[src/rtl/digit_entry_ctrl.sv]
// Write controller for the eight-digit seven-segment display: debounces the load
// and clear buttons and turns each accepted press into a latch write sequence.
module digit_entry_ctrl #(
  parameter int DEB_W    = 16,
  parameter int DEB_MAX  = 50000,
  parameter int WR_PULSE = 2
) (
  input  logic       clk,
  input  logic       rst,
  input  logic       key_raw,
  input  logic       clr_raw,
  input  logic [3:0] sw_data,
  output logic [3:0] wr_data,
  output logic [2:0] wr_sel,
  output logic       wr_en,
  output logic       busy,
  output logic [2:0] ptr
);

  typedef enum logic [2:0] {
    IDLE, SETUP, STROBE, RELEASE, CSETUP, CSTROBE, CRELEASE
  } state_t;

  localparam logic [DEB_W-1:0] DEB_LAST   = DEB_W'(DEB_MAX - 1);
  localparam logic [3:0]       PULSE_LAST = 4'(WR_PULSE - 1);

  // Index 0 = load button, index 1 = clear button.
  logic [1:0]       raw;
  logic [1:0]       sync1, sync2, deb, deb_d;
  logic [DEB_W-1:0] dcnt [2];
  logic             key_ev, clr_ev;

  assign raw    = {clr_raw, key_raw};
  assign key_ev = deb[0] & ~deb_d[0];
  assign clr_ev = deb[1] & ~deb_d[1];

  always_ff @(posedge clk or negedge rst) begin
    if (!rst) begin
      sync1 <= '0;
      sync2 <= '0;
      deb   <= '0;
      deb_d <= '0;
      for (int i = 0; i < 2; i++) dcnt[i] <= '0;
    end else begin
      sync1 <= raw;
      sync2 <= sync1;
      deb_d <= deb;
      for (int i = 0; i < 2; i++) begin
        if (sync2[i] == deb[i]) begin
          dcnt[i] <= '0;
        end else if (dcnt[i] == DEB_LAST) begin
          deb[i]  <= sync2[i];
          dcnt[i] <= '0;
        end else begin
          dcnt[i] <= dcnt[i] + 1'b1;
        end
      end
    end
  end

  // Write strobe: wr_data/wr_sel settle one cycle before wr_en rises, wr_en
  // stays high WR_PULSE cycles, and they are held one more cycle after it falls.
  state_t     state, state_nx;
  logic [3:0] pcnt, pcnt_nx;
  logic [2:0] ptr_nx;
  logic [3:0] data_nx;

  always_comb begin
    state_nx = state;
    pcnt_nx  = pcnt;
    ptr_nx   = ptr;
    data_nx  = wr_data;
    case (state)
      IDLE: begin
        if (clr_ev) begin
          state_nx = CSETUP;
          ptr_nx   = 3'd0;
          data_nx  = 4'd0;
        end else if (key_ev) begin
          state_nx = SETUP;
          data_nx  = sw_data;
        end
      end
      SETUP: begin
        state_nx = STROBE;
        pcnt_nx  = 4'd0;
      end
      STROBE: begin
        if (pcnt == PULSE_LAST) state_nx = RELEASE;
        else                    pcnt_nx  = pcnt + 4'd1;
      end
      RELEASE: begin
        state_nx = IDLE;
        ptr_nx   = ptr + 3'd1;
      end
      CSETUP: begin
        state_nx = CSTROBE;
        pcnt_nx  = 4'd0;
      end
      CSTROBE: begin
        if (pcnt == PULSE_LAST) state_nx = CRELEASE;
        else                    pcnt_nx  = pcnt + 4'd1;
      end
      CRELEASE: begin
        if (ptr == 3'd7) begin
          state_nx = IDLE;
          ptr_nx   = 3'd0;
        end else begin
          state_nx = CSETUP;
          ptr_nx   = ptr + 3'd1;
        end
      end
      default: state_nx = IDLE;
    endcase
  end

  // Outputs are registered from next-state values so they line up with state.
  always_ff @(posedge clk or negedge rst) begin
    if (!rst) begin
      state   <= IDLE;
      pcnt    <= '0;
      ptr     <= '0;
      wr_data <= '0;
      wr_sel  <= '0;
      wr_en   <= 1'b0;
      busy    <= 1'b0;
    end else begin
      state   <= state_nx;
      pcnt    <= pcnt_nx;
      ptr     <= ptr_nx;
      wr_data <= data_nx;
      wr_sel  <= ptr_nx;
      wr_en   <= (state_nx == STROBE) || (state_nx == CSTROBE);
      busy    <= (state_nx != IDLE);
    end
  end

endmodule

[config.mk]
export PLATFORM = sky130hd
export DESIGN_NAME = digit_entry_ctrl
export DESIGN_NICKNAME = d
export VERILOG_FILES = /design/src/rtl/digit_entry_ctrl.sv
export SDC_FILE = /design/constraint.sdc
export NUM_CORES = 1
export LEC_CHECK = 0
export BUFFER_PORTS_ARGS = -buffer_cell sky130_fd_sc_hd__buf_2
export CORE_MARGIN = 2
export CORE_UTILIZATION = 45
export DETAILED_ROUTE_END_ITERATION = 7
export GPL_TIMING_DRIVEN = 0
export HOLD_SLACK_MARGIN = 0.05
export PLACE_DENSITY = 0.71
export SLEW_MARGIN = 25
export SYNTH_ARGS = -nofsm -noshare
export SYNTH_HDL_FRONTEND = slang
export SYNTH_SLANG_ARGS = --single-unit
[constraint.sdc]
create_clock -name clk -period 2.4 [get_ports clk]
set_input_delay 0.36 -clock clk [delete_from_list [all_inputs] [get_ports clk]]
set_output_delay 0.36 -clock clk [all_outputs]
set_load 0.1 [all_outputs]
==> results.tsv <==
metric	value	unit
status	finished clean	
crit path DAT	2.24	ns
sequential share of the synthesized area	0.502	
Switch Pwr	357	uW
CP Launch Type	flip-flop	
EDFF count, synth	0	
via count	2103	
# resized after CTS	0	
Detailed Route Iter0 Violations	94	
Warnings, synthesis	0	
Synth Area in Simple Gates	0.226	
vias in the first global route	2073	
largest family of logic cells by synthesized area	simple AND/OR/NAND/NOR gates	
final hold vios	0	
global-route wire length before repair	9280	um
synthesized cell area	0.00279	sq mm
Post-CTS Setup Repair Bufs	0	
Pwr per Cell Area	530	mW/mm^2
clock skew	0.00713	ns
initial antenna violation count	0	
ant diodes	0	
Worst-Margin Slew	0.726	ns
Core ar.	0.00596	sq mm
Mapped Avg Cell Area	9.90	sq um
slowest CP cell	nor3b_1	
io pins	20	
Yosys top cell area share	0.502	
Hold-fix buffers, CTS	0	
cells along the critical path	inv_1 > ha_1 > nor3b_1 > or3b_2 > a21boi_0 > a311o_1	
Switching Share	0.217	
P_leak	0.00133	uW
Tcrit/Tclk final	0.855	
complex-gate fraction of the synthesized area	0.0973	
Routed wire per std cell	13.3	um
Final HPWL DP	3650	um
GRT overflow	0	
post-synthesis xor/xnor area fraction	0.100	
RD Place Congestion	0.839	
ranking of synthesized cells by area	dfrtp_1 (50%), xnor2_1 (7.2%), nor2_1 (6.1%)	
Async SR Flop Fraction	1.00	
Worst-path clk slew	0.10	ns
Comb pwr share	0.031	
Peak VDD IR	0.000318	V
Post-Synth Adder-Cell Area	0.0269	
cell taking the most area after synthesis	dfrtp_1	
FF-to-FF setup slack	0.35	ns
Final setup viols	0	
fin crit period	2.05	ns
final setup TNS	0	ns
Detailed Route WL	5120	um
endpoint type of the worst setup path	flip-flop	
chip height	82.8	um
RSZ-0062 raised after global routing	no	
H-tree levels	2	
Routed Antenna Nets	0	
Initial Util	0.469	
Final Max Tran Viols	0	
most frequent cells in the layout	dfrtp_1 (56), nor2_1 (45), xnor2_1 (23), nand2_1 (21), buf_2 (19)	
PortBufs	19	
Cell Rows	28	
Max clock buf depth	2	
GRT Total Usage	0.176	
die area	0.00685	sq mm
commonest non-fill, non-tap cell in the layout	dfrtp_1	
TritonCTS Buffers	5	
Primary FF master, synth	dfrtp_1	
pre-CTS setup slack	0.421	ns
worst-path fanout max	6	
Relative slew margins	0.515	
Clk network pwr share	0.382	
sequential share of power	0.587	
Syn-to-layout area delta	11.0	%
clk_lat worst skew	0.31	ns
Critical Path RT	2.59	ns
Gate Count Post-Synth	282	
syn nets	296	
# Max-Cap Violations	0	
Nets	322	
Top delay family on crit path	simple AND/OR/NAND/NOR gates	
share of layout cells above drive strength 1	0.123	
FF+latch count, synth	56	
Post-route DRC	0	
Worst Hold Class	input pin to async pin	
Die Wd	82.8	um
WP buf/inv	1	
Fmax achieved	487	MHz
CTS root buffer	clkbuf_8	
hold_ws	0.0700	ns
Final WS setup	0.348	ns
post-synthesis cell type count	42	
mux cell area share after synthesis	0.0117	
DRT Pass-1 Iters	4	
clock sink total	56	
critical path class	flip-flop to flip-flop	
worst stage delay on the critical path	0.62	ns
Vias/cell	5.48	
largest net degree at the start of global routing	57	
Pint	1290	uW
CTS tree	done	
==> synthesized netlist by cell type, drive strengths merged, types with 2 or more instances <==
cell and instances:
a21oi 6, a22o 6, and3 6, buf 5, clkbuf 6, dfrtp 56
ha 6, inv 10, mux2 2, nand2 21, nand2b 2, nand3 10
nand4 11, nor2 45, nor3 7, nor3b 4, nor4 10, nor4bb 2
o211ai 3, o21ai 12, o22ai 2, or2 2, xnor2 23, xor2 9
==> state kept, by name, indices dropped and copies added, names as in the netlist <==
signal and count:
sync1 2, deb_d 2, state 3, deb 2, sync2 2, busy 1
wr_en 1, pcnt 4, dcnt 32, wr_data 4, ptr 3
==> cells by family (layout without fill, tap and decap cells) <==
family,count (synthesis),count (layout)
AOI/OAI and AO/OA,38,38
xor gates and xnor gates,32,32
adders and majority gates,6,6
buffers and inverters,21,48
DFF,56,56
muxes,3,3
and+or+nand+nor,126,126
==> power groups by stage <==
stage,combinational [uW],clock [uW],sequential (uW)
floorplan,23.4,0,980
global placement,52.1,0,982
detailed placement,53.7,0,982
CTS,53.8,647,964
global route,61.4,688,966
finish,50.8,628,964
==> routing by layer <==
layer | vias up | share of wire | global-route usage
met1 | 1032 | 0.48 | 0.242
met2 | 29 | 0.48 | 0.287
li1 | 1036 | - | -
met5 | - | 0 | 0
met4 | 0 | 0.010 | 0.0410
met3 | 6 | 0.028 | 0.0370
==> stage by stage <==
step                power [uW]  cells  instance area, sq um  utilization
floorplan                 1000    282                  2790            -
global placement          1030    376                  2980        0.500
detailed placement        1040    376                  2980        0.501
CTS                       1660    384                  3100        0.520
global route              1720    384                  3100        0.520
finish                    1640    384                  3100        0.520
==> cell type report <==
cell class,count,area [sq um]
Multi-Input combinational cell,205,1290
Timing Repair Buffer,19,97.6
Buffer,11,61.3
Tap cell,75,93.8
Inverter,10,37.5
Clock inverter,3,46.3
Sequential cell,56,1400
Clock buffer,5,68.8
Fill cell,556,2860
==> worst paths after layout <==
kind	cells after the start	to	startpoint
max	6	pcnt[3]	pcnt[1]
min	1	ptr[1]	rst
max reg2reg	6	pcnt[3]	pcnt[1]
min reg2reg	0	sync2[0]	sync1[0]
max in group asynchronous	1	dcnt[2]	rst
min in group clk	1	sync1[0]	key_raw
Power figures use the tool's default switching activity.
